$ cat src/rtl/serial_subtractor.sv
// Multi-cycle ripple-borrow subtractor: a - b - borrow_in, CHUNK bits per clock.
// Define SERIAL_SUBTRACTOR_OVERFLOW_EN to build the signed overflow flag.
module serial_subtractor #(
    parameter int unsigned WIDTH = 32,
    parameter int unsigned CHUNK = 8
) (
    input  logic             clk,
    input  logic             rst_n,
    input  logic             start,
    input  logic [WIDTH-1:0] a,
    input  logic [WIDTH-1:0] b,
    input  logic             borrow_in,
    output logic             busy,
    output logic             done,
    output logic [WIDTH-1:0] diff,
    output logic             borrow_out,
    output logic             overflow
);

    localparam int unsigned N    = WIDTH / CHUNK;
    localparam int unsigned IdxW = (N > 1) ? $clog2(N) : 1;

    if (CHUNK < 1 || CHUNK > WIDTH || (WIDTH % CHUNK) != 0) begin : g_bad_params
        $error("serial_subtractor: CHUNK must divide WIDTH and satisfy 1 <= CHUNK <= WIDTH");
    end

    typedef enum logic [1:0] {StIdle, StRun, StDone} state_e;

    state_e            state_q, state_d;
    logic [WIDTH-1:0]  a_q, b_q, partial_q, partial_nxt;
    logic              borrow_q;
    logic [IdxW-1:0]   idx_q;
    logic [CHUNK:0]    chunk_res;
    logic              last;
    logic [WIDTH-1:0]  diff_q;
    logic              borrow_out_q;

    // One CHUNK-bit borrow chain per cycle; the extra MSB is the outgoing borrow.
    always_comb begin
        chunk_res = {1'b0, a_q[idx_q*CHUNK +: CHUNK]} - {1'b0, b_q[idx_q*CHUNK +: CHUNK]}
                    - {{CHUNK{1'b0}}, borrow_q};
        partial_nxt = partial_q;
        partial_nxt[idx_q*CHUNK +: CHUNK] = chunk_res[CHUNK-1:0];
        last = (idx_q == IdxW'(N - 1));
    end

    always_comb begin
        state_d = state_q;
        unique case (state_q)
            StIdle:  if (start) state_d = StRun;
            StRun:   if (last) state_d = StDone;
            StDone:  state_d = StIdle;
            default: state_d = StIdle;
        endcase
    end

    always_ff @(posedge clk or negedge rst_n) begin
        if (!rst_n) begin
            state_q <= StIdle;
        end else begin
            state_q <= state_d;
        end
    end

    always_ff @(posedge clk or negedge rst_n) begin
        if (!rst_n) begin
            a_q          <= '0;
            b_q          <= '0;
            borrow_q     <= 1'b0;
            idx_q        <= '0;
            partial_q    <= '0;
            diff_q       <= '0;
            borrow_out_q <= 1'b0;
        end else begin
            if (state_q == StIdle && start) begin
                a_q       <= a;
                b_q       <= b;
                borrow_q  <= borrow_in;
                idx_q     <= '0;
                partial_q <= '0;
            end else if (state_q == StRun) begin
                partial_q <= partial_nxt;
                borrow_q  <= chunk_res[CHUNK];
                idx_q     <= idx_q + 1'b1;
                if (last) begin
                    diff_q       <= partial_nxt;
                    borrow_out_q <= chunk_res[CHUNK];
                end
            end
        end
    end

`ifdef SERIAL_SUBTRACTOR_OVERFLOW_EN
    logic overflow_q;

    always_ff @(posedge clk or negedge rst_n) begin
        if (!rst_n) begin
            overflow_q <= 1'b0;
        end else if (state_q == StRun && last) begin
            overflow_q <= (a_q[WIDTH-1] != b_q[WIDTH-1]) &&
                          (partial_nxt[WIDTH-1] != a_q[WIDTH-1]);
        end
    end

    assign overflow = overflow_q;
`else
    assign overflow = 1'b0;
`endif

    assign busy       = (state_q == StRun);
    assign done       = (state_q == StDone);
    assign diff       = diff_q;
    assign borrow_out = borrow_out_q;

endmodule

$ cat config.mk
export PLATFORM = sky130hd
export DESIGN_NAME = serial_subtractor
export DESIGN_NICKNAME = d
export VERILOG_FILES = /design/src/rtl/serial_subtractor.sv
export SDC_FILE = /design/constraint.sdc
export NUM_CORES = 1
export LEC_CHECK = 0
export BUFFER_PORTS_ARGS = -buffer_cell sky130_fd_sc_hd__buf_2
export CAP_MARGIN = 10
export CELL_PAD_IN_SITES_DETAIL_PLACEMENT = 1
export CELL_PAD_IN_SITES_GLOBAL_PLACEMENT = 2
export CORE_ASPECT_RATIO = 0.75
export CORE_MARGIN = 2
export CORE_UTILIZATION = 35
export DETAILED_ROUTE_END_ITERATION = 10
export PLACE_DENSITY_LB_ADDON = 0.08
export SKIP_LAST_GASP = 1
export SLEW_MARGIN = 25
export SYNTH_ARGS = -nofsm -noshare
export SYNTH_HDL_FRONTEND = slang
export SYNTH_SLANG_ARGS = --single-unit
$ cat constraint.sdc
create_clock -name clk -period 4.79 [get_ports clk]
set_input_delay 0.7185 -clock clk [delete_from_list [all_inputs] [get_ports clk]]
set_output_delay 0.7185 -clock clk [all_outputs]
set_load 0.01 [all_outputs]
==> results of run 1 <==
registers in the layout, indices dropped and copies added (netlist names):
name / count
a_q: 32
b_q: 32
diff: 32
partial_q: 32
idx_q: 2
state_q: 2
borrow_out: 1
borrow_q: 1
layout by cell type, fill, tap and decap left out, drive strengths merged, types with 7 or more instances in the layout:
cell type  instances
nor2              44
clkbuf            21
a221oi            20
clkinv            10
nand2             27
a21oi              7
mux4              16
inv               26
a22o              29
dfrtp            134
ha                18
mux2              64
o21ai             22
buf              114
area by class of cell:
class	count	area, sq um
clock buffers	21	480
clock inverters	11	124
fillers	1834	9440
inverters	30	113
multi-input cells	302	2620
flip-flops and latches	134	3350
well taps	236	295
repair buffers	114	616
cell families (layout without fill, tap and decap cells):
kind of cell	count (synthesis)	after routing	synth area share, %
buf+inv	53	176	3.45
other cells	1	1	0.0609
compound gates	100	100	12.2
xor+xnor	5	5	0.711
simple gates	96	96	7.33
mux	80	80	17.5
fa+ha+maj	20	20	4.30
flops	134	134	54.4
critical path: stages, from the launching register on:
cell and delay (ns):
dfrtp_1 0.92, mux4_2 0.62, ha_1 0.30, inv_1 0.04, ha_1 0.34, and2_1 0.17, a221o_1 0.37, or3_4 0.42
a32oi_1 0.32, o21ai_0 0.12
layer usage:
metal | GRT usage (%) | wire length [um]
met5 | 0 | 0
met4 | 5.74 | 213
met3 | 4.48 | 643
met2 | 28.0 | 7400
met1 | 29.7 | 8690
how the worst max path moves through the flow:
| stage | endpoint | slack (ns) | cells after the start |
|---|---|---|---|
| floorplan | partial_q[5] | 1.17 | 11 |
| global placement | diff[21] | 0.98 | 9 |
| detailed placement | partial_q[7] | 0.97 | 9 |
| CTS | diff[31] | 0.93 | 9 |
| global route | diff[22] | 0.70 | 9 |
| finish | diff[21] | 1.02 | 9 |
stage by stage:
step	setup slack [ns]	utilization [%]	instances	cell area, sq um
2_1_floorplan	1.17	-	489	6160
3_3_place_gp	0.975	41.0	816	6990
3_5_place_dp	0.967	41.0	816	6990
4_1_cts	0.930	44.6	848	7590
5_1_grt	0.702	44.6	848	7600
6_report	1.02	44.6	848	7600
==> impl_metrics.json, run 1 <==
{
  "status": "finished, final reports clean",
  "cts_setup_buffers": 0,
  "finalCriticalPeriod_ns": 3.77,
  "worst_hold_path_type": "in2async",
  "skew_ns": 0.00664,
  "setup_violations": 0,
  "timing.fmax_ghz": 0.265,
  "grt_pass1_wl_um": 27600,
  "synth.distinct_cells": 45,
  "port_buffers": 102,
  "cts_root_buffer": "clkbuf_16",
  "ctsLongestPathBuffers": 2,
  "crit_arrival_ns": 4.05,
  "place_congestion": 0.824,
  "synth.net_count": 577,
  "postSynthAreaPerCell_sq_um": 12.6,
  "cp-start-kind": "register",
  "hold_viol": 0,
  "cts_buffers": 17,
  "design.core.area_sq_um": 17000,
  "drive_above_1_share_pct": 38.2,
  "holdBufCountCts": 0,
  "drc_errors": 0,
  "async_reset_ff_share_pct": 100,
  "postRouteAntennaNets": 0,
  "r2r.worst_path.cells": 9,
  "hpwl_um": 12100,
  "cp.required_ns": 5.07,
  "yosysSeqAreaShare_pct": 54.4,
  "vias_per_cell": 5.18,
  "start_util_pct": 36.2,
  "crit_fanout": 15,
  "max-slew-margin-rel_pct": 34.7,
  "maxCapViolCount": 0,
  "timing.final.crit_share_pct": 78.8,
  "num_antenna_cells": 0,
  "hold_ws_ns": 0.385,
  "firstDrtPassIters": 4,
  "yosysTopAreaCell": "dfrtp_1",
  "rsz0062_at_grt": "false",
  "antenna_found_initial": 0,
  "r2r-end": "diff[21]",
  "worst_pin_slew_ns": 0.972,
  "gr-total-overflow": 0,
  "r2r_start": "idx_q[0]",
  "clock_sinks": 134,
  "cp-end-kind": "register",
  "path_clk_slew_ns": 0.06,
  "vias": 4395,
  "startpoint": "idx_q[0]",
  "synth_ff_type": "dfrtp_1",
  "fin_nets": 687,
  "ys_seq_elements": 134,
  "grt.total_usage_pct": 19.6,
  "drt-total-wl_um": 16900,
  "die_h_um": 119,
  "io-pin-count": 104,
  "synth_top_area_share_pct": 54.4,
  "cts_tree": "built",
  "synth_edf_count": 0,
  "drt_iter0_drc": 195,
  "synth_area_sq_um": 6160,
  "r2r_slack_ns": 1.02,
  "grt_pass1_vias": 4798,
  "final_max_slew_viol_count": 0,
  "clk_latency_ns": 0.42,
  "ys_top_cells_by_area": "dfrtp_1, mux2_2, mux4_2",
  "grt_max_degree": 74,
  "cts_resized": 0,
  "worstSetupPathType": "reg2reg",
  "rows": 41,
  "h-tree-depth": 4,
  "drt-wirelength-per-cell_um": 20.0,
  "yosysWarnings": 0,
  "postSynthCellCount": 489,
  "area_delta_synth_final_pct": 23.3,
  "die_width_um": 157,
  "finalSetupTns_ns": 0,
  "synth.most_common_cell": "dfrtp_1",
  "synth_common_cells": "dfrtp_1, mux2_2, nor2_1",
  "dieArea_sq_um": 18700
}
Power of run 1 is not shown: default switching activity piles up to over one toggle a cycle in this logic, so the estimate is an artifact.
==> run 2: changes to the inputs <==
--- a/config.mk
+++ b/config.mk
@@ -5,13 +5,14 @@
 export SDC_FILE = /design/constraint.sdc
 export NUM_CORES = 1
 export LEC_CHECK = 0
+export ABC_AREA = 1
 export BUFFER_PORTS_ARGS = -buffer_cell sky130_fd_sc_hd__buf_2
 export CAP_MARGIN = 10
 export CELL_PAD_IN_SITES_DETAIL_PLACEMENT = 1
 export CELL_PAD_IN_SITES_GLOBAL_PLACEMENT = 2
 export CORE_ASPECT_RATIO = 0.75
 export CORE_MARGIN = 2
-export CORE_UTILIZATION = 35
+export CORE_UTILIZATION = 30
 export DETAILED_ROUTE_END_ITERATION = 10
 export PLACE_DENSITY_LB_ADDON = 0.08
 export SKIP_LAST_GASP = 1
==> constraint.sdc (replaced) <==
create_clock -name clk -period 3.28 [get_ports clk]
set_input_delay 0.492 -clock clk [delete_from_list [all_inputs] [get_ports clk]]
set_output_delay 0.492 -clock clk [all_outputs]
set_load 0.01 [all_outputs]
==> impl_metrics.json, run 2 <==
{
  "status": "finished, final reports clean",
  "yosysWarnings": 0,
  "hpwl_um": 14700,
  "p_int_uw": 5490,
  "r2r_slack_ns": 0.27,
  "postRouteAntennaNets": 0,
  "r2r.worst_path.cells": 12,
  "final_max_slew_viol_count": 0,
  "cts_resized": 0,
  "sw_frac_of_total_pct": 46.5,
  "crit_arrival_ns": 3.28,
  "die_width_um": 174,
  "yosysSeqAreaShare_pct": 51.5,
  "start_util_pct": 30.7,
  "r2r-end": "partial_q[4]",
  "rows": 46,
  "sequentialPowerShare_pct": 27.2,
  "maxCapViolCount": 0,
  "antenna_found_initial": 0,
  "holdBufCountCts": 0,
  "dieArea_sq_um": 22900,
  "cellLeakagePower_uw": 0.00431,
  "cts_setup_buffers": 0,
  "cts_buffers": 17,
  "num_antenna_cells": 0,
  "pwr-share-comb_pct": 52.8,
  "fin_nets": 1027,
  "synth.net_count": 927,
  "worst_hold_path_type": "in2async",
  "clock_sinks": 134,
  "r2r_start": "idx_q[0]",
  "area_delta_synth_final_pct": 22.7,
  "vias": 5702,
  "slowest_delay_ns": 0.48,
  "synth_area_sq_um": 6510,
  "postSynthAreaPerCell_sq_um": 7.76,
  "setup_violations": 0,
  "postSynthCellCount": 839,
  "synth.distinct_cells": 33,
  "final_cell_mix": "nand2_1, dfrtp_1, buf_2",
  "cp.required_ns": 3.55,
  "ctsLongestPathBuffers": 2,
  "cp_top_family": "adder cells",
  "timing.critical_path.buf_inv": 1,
  "crit_chain": "buf_4 > o21ai_0 > o22ai_1 > fa_2 > fa_1 > o21ai_0 > nand2_1 > or2_2 > nand3_1 > o21ai_0 > nand2_1 > o21ai_0",
  "die_h_um": 132,
  "ir_drop_uv": 513,
  "synth_ff_type": "dfrtp_1",
  "firstDrtPassIters": 4,
  "h-tree-depth": 4,
  "design.core.area_sq_um": 21200,
  "power.total_uw": 10300,
  "cp_slowest_cell": "dfrtp_2",
  "grt_pass1_vias": 6243,
  "drive_above_1_share_pct": 17.7,
  "hold_viol": 0,
  "rsz0062_at_grt": "false",
  "worstSetupPathType": "reg2reg",
  "timing.fmax_ghz": 0.332,
  "grt_max_degree": 70,
  "timing.final.crit_share_pct": 91.8,
  "port_buffers": 102,
  "grt_pass1_wl_um": 34300,
  "async_reset_ff_share_pct": 100,
  "synth_common_cells": "nand2_1, dfrtp_1, inv_1",
  "yosysTopAreaCell": "dfrtp_1",
  "ys_top_cells_by_area": "dfrtp_1, nand2_1, o21ai_0",
  "cts_root_buffer": "clkbuf_16",
  "finalCriticalPeriod_ns": 3.01,
  "place_congestion": 0.774,
  "switchingPower_uw": 4770,
  "cp-end-kind": "register",
  "final_common_cell": "nand2_1",
  "ys_seq_elements": 134,
  "io-pin-count": 104,
  "max-slew-margin-rel_pct": 48.7,
  "vias_per_cell": 4.60,
  "path_clk_slew_ns": 0.06,
  "clk_latency_ns": 0.42,
  "grt.total_usage_pct": 19.0,
  "synth_top_area_share_pct": 51.5,
  "cp-start-kind": "register",
  "drt-wirelength-per-cell_um": 16.5,
  "synth.most_common_cell": "nand2_1",
  "finalSetupTns_ns": 0,
  "cts_tree": "built",
  "worst_pin_slew_ns": 0.770,
  "drc_errors": 0,
  "critPathMostFrequentCell": "o21ai_0",
  "drt-total-wl_um": 20400,
  "gr-total-overflow": 0,
  "synth_edf_count": 0,
  "clkPwrFrac_pct": 20.0,
  "drt_iter0_drc": 313,
  "skew_ns": 0.0119,
  "power_density_nw_per_um2": 1280,
  "crit_fanout": 11
}
run 2: cell count changes in the layout (fill, tap and decap cells not counted), moves of 16 or more:
cell,delta
nand2_1,+404
o22ai_1,+21
a221oi_1,-20
a22o_1,-29
o21ai_0,+26
mux2_2,-64
mux4_2,-16
nor2_1,-17
inv_1,+34
run 2: kinds of logic (layout without fill, tap and decap cells):
logic type | count (synthesis) | in the layout | share of synthesized area, %
flip-flops | 134 | 134 | 51.5
other | 1 | 1 | 0.0576
adder cells (fa/ha/maj) | 20 | 20 | 4.07
XOR/XNOR | 4 | 4 | 0.653
AO/OA/AOI/OAI | 91 | 91 | 8.07
buffers and inverters | 105 | 217 | 6.61
AND/OR/NAND/NOR | 484 | 484 | 29.1
run 2: area by class of cell:
cell class / count / area, sq um
flip-flops and latches: 134 / 3350
fillers: 2626 / 13200
repair buffers: 118 / 658
multi-input cells: 600 / 2740
well taps: 288 / 360
repair inverters: 1 / 6.26
inverters: 67 / 259
clock inverters: 11 / 175
clock buffers: 20 / 447
run 2: metrics by stage:
stage,hold slack (ns),utilization [%],setup WS (ns),std cells,instance area (sq um)
after floorplan,0.196,-,0.182,839,6510
after global placement,0.459,34.6,0.253,1207,7360
after detailed placement,0.459,34.6,0.117,1207,7360
after CTS,0.163,37.6,0.100,1238,7980
after global routing,0.194,37.6,0.0151,1239,8000
final,0.113,37.6,0.270,1239,8000
run 2: power groups by stage:
stage / clock network [uW] / logic [uW] / registers [uW]
after floorplan: 0 / 3780 / 2700
after global placement: 0 / 5350 / 2790
after detailed placement: 0 / 5460 / 2790
after CTS: 2110 / 5490 / 2780
after global routing: 2170 / 6320 / 2870
final: 2050 / 5420 / 2790
run 2: layer usage:
metal  vias to the layer above  wire length, um  GRT usage (%)
li1                       2814                -              -
met1                      2795            11100           29.1
met2                        81             8440           27.5
met3                        12              662           3.44
met4                         0              175           4.39
met5                         -                0              0
run 2: how the worst max path moves through the flow:
| stage | end | slack [ns] | from | cells after the start |
|---|---|---|---|---|
| global placement | partial_q[4] | 0.25 | idx_q[0] | 12 |
| finish | partial_q[4] | 0.27 | idx_q[0] | 12 |
| floorplan | partial_q[12] | 0.18 | idx_q[0] | 15 |
| global route | diff[14] | 0.02 | idx_q[0] | 16 |
| detailed placement | diff[30] | 0.12 | idx_q[0] | 13 |
| CTS | diff[30] | 0.10 | idx_q[0] | 13 |
Power figures use the tool's default switching activity.
